$ cat src/rtl/dot_pkg.sv
// -----------------------------------------------------------------------------
// dot_pkg
//   Shared constants, types and small helpers for the pellet field.
//   COLS x ROWS tiles of TILE_W x TILE_W pixels; one map word per tile row,
//   one bit per tile column (bit c = column c).
// -----------------------------------------------------------------------------
package dot_pkg;

  localparam int COLS   = 40;
  localparam int ROWS   = 30;
  localparam int TILE_W = 16;

  typedef enum logic [1:0] {
    INIT,
    IDLE,
    EAT_RD,
    EAT_WR
  } state_t;

  typedef logic [5:0]      tile_col_t;
  typedef logic [4:0]      tile_row_t;
  typedef logic [COLS-1:0] map_row_t;

  // Pellets on a freshly filled field: every tile except the outer ring.
  localparam logic [10:0] INIT_COUNT = 11'((ROWS - 2) * (COLS - 2));

  // Range limits in the same widths as the coordinates they are compared to.
  localparam tile_col_t COL_LIMIT = tile_col_t'(COLS);
  localparam tile_row_t ROW_LIMIT = tile_row_t'(ROWS);
  localparam tile_row_t LAST_ROW  = tile_row_t'(ROWS - 1);

  // Fill pattern for one row: empty top/bottom rows, empty first/last column.
  function automatic map_row_t init_row(input tile_row_t r);
    if (r == '0 || r == LAST_ROW) return '0;
    return {1'b0, {(COLS - 2){1'b1}}, 1'b0};
  endfunction

  // Bit `col` of a map row; columns past COLS read as empty.
  function automatic logic row_bit(input map_row_t row, input tile_col_t col);
    logic [63:0] padded;
    padded = {{(64 - COLS){1'b0}}, row};
    return padded[col];
  endfunction

  // Map row with bit `col` cleared (no effect for columns past COLS).
  function automatic map_row_t clear_bit(input map_row_t row, input tile_col_t col);
    logic [63:0] mask;
    mask = 64'd1 << col;
    return row & ~mask[COLS-1:0];
  endfunction

endpackage

$ cat src/rtl/dot_sprite_rom.sv
// -----------------------------------------------------------------------------
// dot_sprite_rom
//   16x16 pellet sprite, one 16-bit word per sprite row; bit 15 is the
//   leftmost pixel. Synchronous read: data follows addr by one clock.
//   Ports: clk, addr[5:0] (sprite row; upper bits select unused sprites),
//          data[15:0] (registered row bits).
// -----------------------------------------------------------------------------
module dot_sprite_rom (
  input  logic        clk,
  input  logic [5:0]  addr,
  output logic [15:0] data
);

  // Pellet is a small diamond centred in the tile: rows 6..8.
  always_ff @(posedge clk) begin
    case (addr)
      6'd6, 6'd8: data <= 16'h0180;
      6'd7:       data <= 16'h03C0;
      default:    data <= 16'h0000;
    endcase
  end

endmodule

$ cat src/rtl/pellet_map_ram.sv
// -----------------------------------------------------------------------------
// pellet_map_ram
//   ROWS x COLS pellet occupancy map, one read port and one write port.
//   The read is registered; a read and a write to the same row in one cycle
//   return the row as it was before the write.
//   Ports: clk, rst_n (async, active-low; clears the map),
//          rd_row / rd_data (read address / registered row, zero if out of range),
//          wr_en / wr_row / wr_data (write port; out-of-range rows ignored).
// -----------------------------------------------------------------------------
module pellet_map_ram
  import dot_pkg::*;
(
  input  logic            clk,
  input  logic            rst_n,
  input  logic [4:0]      rd_row,
  output logic [COLS-1:0] rd_data,
  input  logic            wr_en,
  input  logic [4:0]      wr_row,
  input  logic [COLS-1:0] wr_data
);

  map_row_t mem [ROWS];

  // NOTE: the map must read as empty straight out of reset, so the storage is
  // built from resettable flops instead of a RAM macro without a reset.
  always_ff @(posedge clk or negedge rst_n) begin
    if (!rst_n) begin
      for (int i = 0; i < ROWS; i++) mem[i] <= '0;
      rd_data <= '0;
    end else begin
      if (wr_en && (wr_row < ROW_LIMIT)) mem[wr_row] <= wr_data;
      // Samples the pre-write contents, giving read-before-write ordering.
      rd_data <= (rd_row < ROW_LIMIT) ? mem[rd_row] : '0;
    end
  end

endmodule

$ cat src/rtl/dot_field_ctrl.sv
// -----------------------------------------------------------------------------
// dot_field_ctrl
//   Owns the pellet field: keeps the tile occupancy map, renders the per-pixel
//   dot_on stream (2-cycle latency), serves pellet "eat" requests through the
//   shared map read port, counts remaining pellets and flags level clear.
//
//   Ports:
//     Clk, Reset_n       clock, asynchronous active-low reset
//     init_req           one-cycle pulse: refill the field
//     pix_valid          DrawX/DrawY is an active-area pixel this cycle
//     DrawX, DrawY       pixel coordinates (10 bits each)
//     dot_on             pellet pixel lit for the pixel of 2 cycles earlier
//     eat_req            eat request, held until eat_ack
//     eat_col, eat_row   tile to eat, stable while eat_req=1
//     eat_ack            one-cycle completion pulse
//     eat_hit            with eat_ack: a pellet was there and is now gone
//     remaining          pellets left
//     level_clear        one-cycle pulse when remaining drops to 0
//     busy               high while the field is being refilled
// -----------------------------------------------------------------------------
module dot_field_ctrl
  import dot_pkg::*;
(
  input  logic        Clk,
  input  logic        Reset_n,
  input  logic        init_req,
  input  logic        pix_valid,
  input  logic [9:0]  DrawX,
  input  logic [9:0]  DrawY,
  output logic        dot_on,
  input  logic        eat_req,
  input  logic [5:0]  eat_col,
  input  logic [4:0]  eat_row,
  output logic        eat_ack,
  output logic        eat_hit,
  output logic [10:0] remaining,
  output logic        level_clear,
  output logic        busy
);

  state_t    state;
  tile_row_t init_r;

  // Render pipeline, stage S1 registers.
  logic      pv_s1;
  tile_col_t col_s1;
  logic      row_oob_s1;
  logic [3:0] subx_s1;

  // Map and sprite ROM ports.
  tile_row_t map_rd_row;
  map_row_t  map_rd_data;
  logic      map_we;
  tile_row_t map_wr_row;
  map_row_t  map_wr_data;
  logic [15:0] rom_data;

  logic render_on;
  logic enter_init;
  logic eat_oob;
  logic eat_commit;
  logic old_bit;
  logic occ_s1;
  logic sprite_bit;

  assign render_on  = (state != INIT);
  assign enter_init = init_req && (state != INIT);
  assign eat_oob    = (eat_col >= COL_LIMIT) || (eat_row >= ROW_LIMIT);

  // An eat completes in EAT_WR unless a refill request aborts it that cycle,
  // so the handshake outputs are decoded from the state and the map row that
  // was read in EAT_RD (held in the RAM output register).
  assign eat_commit  = (state == EAT_WR) && !init_req;
  assign old_bit     = !eat_oob && row_bit(map_rd_data, eat_col);
  assign eat_ack     = eat_commit;
  assign eat_hit     = eat_commit && old_bit;
  assign level_clear = eat_commit && old_bit && (remaining == 11'd1);
  assign busy        = (state == INIT);

  // Shared read port: the render stream owns it whenever a pixel is valid;
  // otherwise it is offered to the eat path.
  assign map_rd_row = pix_valid ? DrawY[8:4] : eat_row;

  assign occ_s1     = !row_oob_s1 && (col_s1 < COL_LIMIT) && row_bit(map_rd_data, col_s1);
  assign sprite_bit = rom_data[4'd15 - subx_s1];

  always_comb begin
    // NOTE: every output of this block gets a default first, so no path can
    // leave a signal unassigned and infer a latch.
    map_we      = 1'b0;
    map_wr_row  = eat_row;
    map_wr_data = clear_bit(map_rd_data, eat_col);
    if (state == INIT) begin
      map_we      = 1'b1;
      map_wr_row  = init_r;
      map_wr_data = init_row(init_r);
    end else if (eat_commit && !eat_oob) begin
      map_we = 1'b1;
    end
  end

  pellet_map_ram u_map (
    .clk     (Clk),
    .rst_n   (Reset_n),
    .rd_row  (map_rd_row),
    .rd_data (map_rd_data),
    .wr_en   (map_we),
    .wr_row  (map_wr_row),
    .wr_data (map_wr_data)
  );

  dot_sprite_rom u_rom (
    .clk  (Clk),
    .addr ({2'b00, DrawY[3:0]}),
    .data (rom_data)
  );

  // Render pipeline: S0 captures the pixel and issues map/ROM reads; S1 picks
  // the tile bit and sprite bit and registers dot_on.
  always_ff @(posedge Clk or negedge Reset_n) begin
    if (!Reset_n) begin
      pv_s1      <= 1'b0;
      col_s1     <= '0;
      row_oob_s1 <= 1'b0;
      subx_s1    <= '0;
      dot_on     <= 1'b0;
    end else begin
      // NOTE: state is updated with non-blocking assignments so every register
      // sees the pre-edge values of the others, whatever the statement order.
      pv_s1      <= pix_valid && render_on;
      col_s1     <= DrawX[9:4];
      row_oob_s1 <= DrawY[9] || (DrawY[8:4] >= ROW_LIMIT);
      subx_s1    <= DrawX[3:0];
      // Cleared on the edge into INIT as well, so dot_on is low for the whole
      // refill rather than showing one stale pixel.
      dot_on     <= render_on && !enter_init && pv_s1 && occ_s1 && sprite_bit;
    end
  end

  // Control FSM: refill sweep, eat read/modify/write, pellet counter.
  always_ff @(posedge Clk or negedge Reset_n) begin
    if (!Reset_n) begin
      state     <= INIT;
      init_r    <= '0;
      remaining <= '0;
    end else begin
      case (state)
        INIT: begin
          // Refill requests during the sweep are ignored; it runs to the end.
          if (init_r == LAST_ROW) begin
            state     <= IDLE;
            init_r    <= '0;
            remaining <= INIT_COUNT;
          end else begin
            init_r <= init_r + 5'd1;
          end
        end
        IDLE: begin
          if (init_req) begin
            state  <= INIT;
            init_r <= '0;
          end else if (eat_req) begin
            state <= EAT_RD;
          end
        end
        EAT_RD: begin
          if (init_req) begin
            state  <= INIT;
            init_r <= '0;
          end else if (!pix_valid) begin
            state <= EAT_WR;
          end
        end
        EAT_WR: begin
          if (init_req) begin
            state  <= INIT;
            init_r <= '0;
          end else begin
            // A hit implies a pellet is counted, so this never underflows;
            // the zero guard only keeps the counter safe against a corrupt map.
            if (old_bit && (remaining != 11'd0)) remaining <= remaining - 11'd1;
            state <= IDLE;
          end
        end
        default: begin
          state  <= INIT;
          init_r <= '0;
        end
      endcase
    end
  end

endmodule

$ cat config.mk
export PLATFORM = sky130hd
export DESIGN_NAME = dot_field_ctrl
export DESIGN_NICKNAME = d
export VERILOG_FILES = /design/src/rtl/dot_pkg.sv /design/src/rtl/dot_sprite_rom.sv /design/src/rtl/pellet_map_ram.sv /design/src/rtl/dot_field_ctrl.sv
export SDC_FILE = /design/constraint.sdc
export NUM_CORES = 2
export LEC_CHECK = 0
export ABC_CLOCK_PERIOD_IN_PS = 2200
export BUFFER_PORTS_ARGS = -buffer_cell sky130_fd_sc_hd__buf_2
export CORE_MARGIN = 4
export CORE_UTILIZATION = 30
export DETAILED_ROUTE_END_ITERATION = 7
export SYNTH_ARGS = -nofsm -noshare
export SYNTH_HDL_FRONTEND = slang
export SYNTH_SLANG_ARGS = --single-unit
$ cat constraint.sdc
create_clock -name Clk -period 2.2 [get_ports Clk]
set_input_delay 0.33 -clock Clk [delete_from_list [all_inputs] [get_ports Clk]]
set_output_delay 0.33 -clock Clk [all_outputs]
set_load 0.005 [all_outputs]
Word level (Yosys, flattened, before mapping). Cells that the tools add are included.

Latch bits: 0. Memories kept: 0. Bits in read-only memories: 0. Flip-flop bits (word level): 1281. Output and inout port bits: 16. RAM bits: 0. Bits of input ports: 36. Logic and storage cells: 143.

Eq/ne operators: 14. Multiplexer cells: 37. Reductions and logical operators: 32. Add/subtract/negate cells: 3. Shifts and indexed selects: 1. Divide/modulo/power cells: 0. Multiply operators: 0. Bitwise gates (word level): 4. Magnitude comparators: 12.

Operator list (number): bitwise mux 1200 bit (1); 2-to-1 mux 40 bit (7); binary-select mux 40 bit (select 5 bit) (1); demux 40 bit (select 5 bit) (1); AND 40 bit (1); inverter 40 bit (1); left shift 1 x 6 -> 40 bit (first input constant) (1); 2-to-1 mux 11 bit (3); case mux 11 bit (2 select lines) (1); 2-to-1 mux 5 bit (4); case mux 10 bit (2 select lines) (1); greater-or-equal comparator 6 bit (second input constant) (3); logical AND 1 bit (16); less-than comparator 6 x 7 -> 1 bit (second input constant) (2); binary-select mux 1 bit (select 6 bit) (2); inverter 5 -> 6 bit (2); == test 11 x 1 -> 1 bit (second input constant) (1); nonzero test 11 bit (1); subtractor 11 x 1 -> 11 bit (second input constant) (1); greater-or-equal comparator 5 bit (second input constant) (2); less-than comparator 5 bit (second input constant) (2); 2-to-1 mux 2 bit (5); case mux 5 bit (2 select lines) (1); == test 4 x 3 -> 1 bit (second input constant) (2); other kinds (24) (41).

Logic depth before layout (Yosys ltp).
Depth in word-level cells: 8. Depth in mapped cells: 13. Depth with buffers taken out: 8.

Cells and area by module. From an unflattened synthesis, not the netlist that was laid out.

Cell total of the unflattened synthesis: 4027. Area, all modules: 59268.1 sq um.

Modules (own cells, without submodules): pellet_map_ram (seq. area each 31029.8 sq um, instances 1, cells each 3645, area an instance 55863.6 sq um); dot_field_ctrl (seq. area each 775.7 sq um, instances 1, cells each 361, area an instance 3216.8 sq um); dot_sprite_rom (seq. area each 40.0 sq um, instances 1, cells each 21, area an instance 187.7 sq um).

Worst setup path before layout. Ideal clock, no wire load.

Path type: flip-flop to flip-flop. Start: register state[1]. End: register u_map.mem[449] in the netlist's numbering. Cell stages (with the launch flop): 12. Buffers on the path: 5. Path slack: -0.265 ns. Period minus slack after synthesis: 2.465 ns. Arrival time: 2.335 ns. Library setup time: 0.130 ns. Data required time: 2.070 ns. Path through: dfrtp_1 -> or2_2 -> inv_2 -> mux2_4 -> buf_2 -> a22oi_4 -> buf_4 -> and3_1 -> buf_2 -> buf_6 -> buf_2 -> a21oi_1.

Cells in the longest elaborated chain, start to end: 8. Elaborated cells on any way between the ends: 17. Those cells by class: 3 x order compare; 1 x eq/ne; 7 x mux; 1 x bitwise; 5 x reduce/logical.

RTL lines: start: declaration (line dot_field_ctrl.sv:41) `state_t state;`; start signal: assignment (line dot_field_ctrl.sv:143) `state <= INIT;`; start signal: assignment (line dot_field_ctrl.sv:151) `state <= IDLE;`; start signal: assignment (line dot_field_ctrl.sv:160) `state <= INIT;`; logical NOT 2 bit (line dot_field_ctrl.sv:93) `if (state == INIT) begin`; 2-to-1 mux 5 bit (line dot_field_ctrl.sv:93); inverter 5 -> 6 bit (implied by the code) (line pellet_map_ram.sv:31) `if (wr_en && (wr_row < ROW_LIMIT)) mem[wr_row] <= wr_data;`; greater-or-equal comparator 6 bit (implied by the code) or less-than comparator 6 x 1 -> 1 bit (tied branches) (line pellet_map_ram.sv:31); logical AND 1 bit (implied by the code) (line pellet_map_ram.sv:31); 2-to-1 mux 40 bit (implied by the code) (line pellet_map_ram.sv:31); demux 40 bit (select 5 bit) (line pellet_map_ram.sv:31); bitwise mux 1200 bit (line pellet_map_ram.sv:31); end signal: indexed assignment (line pellet_map_ram.sv:31); end: declaration (line pellet_map_ram.sv:22) `map_row_t mem [ROWS];`.

Parallel ways exist; a longest one is shown, timed or not. A chain may end at the register's enable or synchronous reset.

Final worst setup path.
Start: register u_map.rd_data[17]. End: output port level_clear.

Cells in the longest elaborated chain, start to end: 5.

RTL lines: start: declaration (line pellet_map_ram.sv:16) `output logic [COLS-1:0] rd_data,`; start signal: assignment (line pellet_map_ram.sv:33) `rd_data <= (rd_row < ROW_LIMIT) ? mem[rd_row] : '0;`; binary-select mux 1 bit (select 6 bit) (line dot_pkg.sv:42) `return padded[col];`; 2-to-1 mux 1 bit (implied by the code) (line dot_pkg.sv:42); logical AND 1 bit (line dot_field_ctrl.sv:74) `assign old_bit = !eat_oob && row_bit(map_rd_data, eat_col);`; logical AND 1 bit (2 in a row) (line dot_field_ctrl.sv:77) `assign level_clear = eat_commit && old_bit && (remaining == 11'd1);`; end: declaration (line dot_field_ctrl.sv:37) `output logic level_clear,`.

Every way passes these cells. The select of a mux whose other input is x is not followed.

==> results.toml <==
[outcome]
status = "finished, violations left"
violations = "DRC, setup timing"

[floorplan]
num_rows = 164
ios = 52
die_h_um = 457
start_util_pct = 30.2
die-width_um = 457
core_mm2 = 0.200
dieArea_mm2 = 0.208

[timing]
tightest_slew_ns = 0.816
whs_ns = 0.0241
fmax_ghz = 0.310
layout_min_cycle_time_ns = 3.22
setup_viol = 1215
setup_ws_ns = -1.02
max_slew_margin_pct = 44.1
finClkSkew_ns = 0.0500
rsz0062_at_grt = "true"
finalHoldViolations = 0
setup_tns_ns = -277.91
maxSlewViolCount = 0
fin_crit_sh_pct = 146

[power]
power_w = 0.101
p_sw_share_pct = 38.5
combPwrFrac_pct = 37.0
p_sw_w = 0.0390
p_clk_share_pct = 24.7
leakage_nw = 34.6
power_density_mw_per_mm2 = 1250
ir_worst_vdd_mv = 1.04
pwr-share-seq_pct = 38.3
internal_power_w = 0.0624

[critical_path]
cp_max_fo = 2
crit_path_end_kind = "output pin"
crit_chain = "mux4_2 -> mux2i_2 -> nor2b_2 -> nor4_4 -> buf_4 -> nor3_2 -> and4_1 -> buf_2"
cp_num_buf_inv = 2
slowest_delay_ns = 0.48
start_kind = "flop"
cp.arrival_ns = 2.89
required_ns = 1.87
reg2reg_depth = 13
critical_path.top_delay_family = "multiplexers"
slowest_stage = "dfrtp_2"
r2r_setup_slack_ns = -0.46
cp.depth = 8
crit_type = "reg2out"

[clock_network]
cts.sinks = 1273
clock_latency_ns = 0.82
clk_pin_slew_ns = 0.06
cts_buffers = 143
cts_buffer_depth = 3
root_buffer = "clkbuf_16"
cts_tree = "yes"
htree_levels = 4

[global_route]
gr-total-overflow = 0
grt_pass1_vias = 53100
grt_pass1_wl_mm = 350
antenna_found_initial = 16
grt_start_max_net_pins = 138
grtUsageTotal_pct = 21.9

[logic_synthesis]
synth_edf_count = 0
synthTopCellsByArea = "dfrtp_1, o21ai_0, nand2_1, mux4_2, a21oi_1"
ys.flop_type = "dfrtp_1"
synth_top_area_share_pct = 52.7
ys_seq_elements = 1273
syn-cell-area_mm2 = 0.0604
syn_nets = 6688
yosysTopAreaCell = "dfrtp_1"
async_flop_share_pct = 99.8
seq_area_frac_synth_pct = 52.8
syn_avg_cell_area_um2 = 9.08
synthTopCellsByCount = "nand2_1, o21ai_0, dfrtp_1, clkbuf_1, a21oi_1"
synth_most_common_cell = "nand2_1"
synth_cell_types = 77
postSynthCellCount = 6646
yosys_warnings = 0

[placement]
port_buffers = 51
place.gp.congestion = 0.927
hpwlAfterDp_mm = 142

[route]
routedWlPerCell_um = 26.1
via_per_inst = 5.75
drt_iter0_drc = 7019
drc = 2
ant_nets = 0
dr.pass1.iters = 8
vias = 56200
wl_mm = 255

[cells_and_area]
num-nets-final = 7042
synthToLayoutAreaGrowth_pct = 34.7
fill_cells = 19100
drive_above_1_share_pct = 26.6

[min_path]
hp-class = "in2async"

[run]
drv_cap = 0
-- through the flow --
stage,instance area [µm²],cells,worst slack (ns),util (%)
global route,81300,9777,-1.05,40.7
detailed placement,69500,9296,-0.649,34.8
CTS,77600,9672,-1.05,38.8
floorplan,60800,6646,-0.111,-
global placement,69500,9296,-0.794,34.8
finish,81300,9782,-1.02,40.7
-- cells by family (layout without fill, tap and decap cells) --
family	count (synthesis)	in the layout	synth area share, %
adder cells (fa/ha/maj)	6	6	0.124
buffers and inverters	809	1275	5.31
flip-flops	1273	1273	52.8
XOR/XNOR	1	1	0.0145
AO/OA/AOI/OAI	2598	2598	24.2
AND/OR/NAND/NOR	1791	1791	12.0
other	0	14	0
multiplexers	168	168	5.59
-- layout make-up --
| class | count | area [µm²] | area share, % |
|---|---|---|---|
| antenna | 14 | 35.0 | 0.0431 |
| inverter | 113 | 427 | 0.525 |
| sequential | 1273 | 31900 | 39.2 |
| clock inverter | 48 | 688 | 0.846 |
| tap | 2656 | 3320 | 4.09 |
| clock buffer | 209 | 4260 | 5.24 |
| timing repair buffer | 905 | 12400 | 15.2 |
| multi-input combinational | 4564 | 28400 | 34.9 |
-- flip-flops by register name, indices dropped and copies added, names as in the netlist, 2 cells and up --
name and count:
u_map.mem 1200, u_map.rd_data 40, remaining 11, col_s1 6
init_r 5, subx_s1 4, state 2, u_rom.data 2
-- power groups by stage --
stage          clock (W)  combinational [W]  sequential [W]
2_1_floorplan          0             0.0178          0.0363
3_3_place_gp           0             0.0298          0.0377
3_5_place_dp           0             0.0306          0.0381
4_1_cts           0.0252             0.0329          0.0380
5_1_grt           0.0263             0.0404          0.0396
6_report          0.0250             0.0375          0.0388
-- timing repair --
item | CTS | global route
gates resized for setup | 502 | 705
pin swaps | 128 | 152
endpoints found under the hold margin | 721 | 0
hold buffers | 21 | 0
buffers inserted | 59 | 49
gates cloned | 42 | 61
endpoints found under the setup margin | 1021 | 1215
-- path summary, 6_finish.rpt --
check	startpoint	endpoint
worst max-delay path	u_map.rd_data[17]$_DFF_PN0_	level_clear
worst min-delay path	Reset_n	u_map.mem[468]$_DFFE_PN0P_
worst max register to register	state[0]$_DFFE_PN0P_	u_map.mem[737]$_DFFE_PN0P_
worst min register to register	u_map.mem[1173]$_DFFE_PN0P_	u_map.mem[1173]$_DFFE_PN0P_
max in group asynchronous	Reset_n	subx_s1[0]$_DFF_PN0_
min in group Clk	DrawX[9]	col_s1[5]$_DFF_PN0_
-- per-layer routing --
layer / track usage (%) / routed length, µm / up-vias
met4: 11.3 / 16000 / 10
li1: - / - / 24300
met1: 28.9 / 98000 / 28100
met3: 4.48 / 25900 / 773
met2: 34.2 / 115000 / 3132
met5: 0 / 89 / -
-- layout by cell type (no fill, tap or decap), types with 134 or more instances in the layout --
cell type / Yosys / final
dfrtp_1: 1271 / 1257
nand2_1: 1444 / 1170
o21ai_0: 1437 / 1142
a21oi_1: 537 / 483
buf_4: 14 / 394
buf_12: 0 / 264
clkbuf_16: 0 / 195
a211oi_1: 174 / 173
o21ai_1: 11 / 166
nand2_2: 0 / 159
o21ai_2: 0 / 139
mux4_2: 134 / 134
No activity file was read; power rests on OpenSTA's default activity.
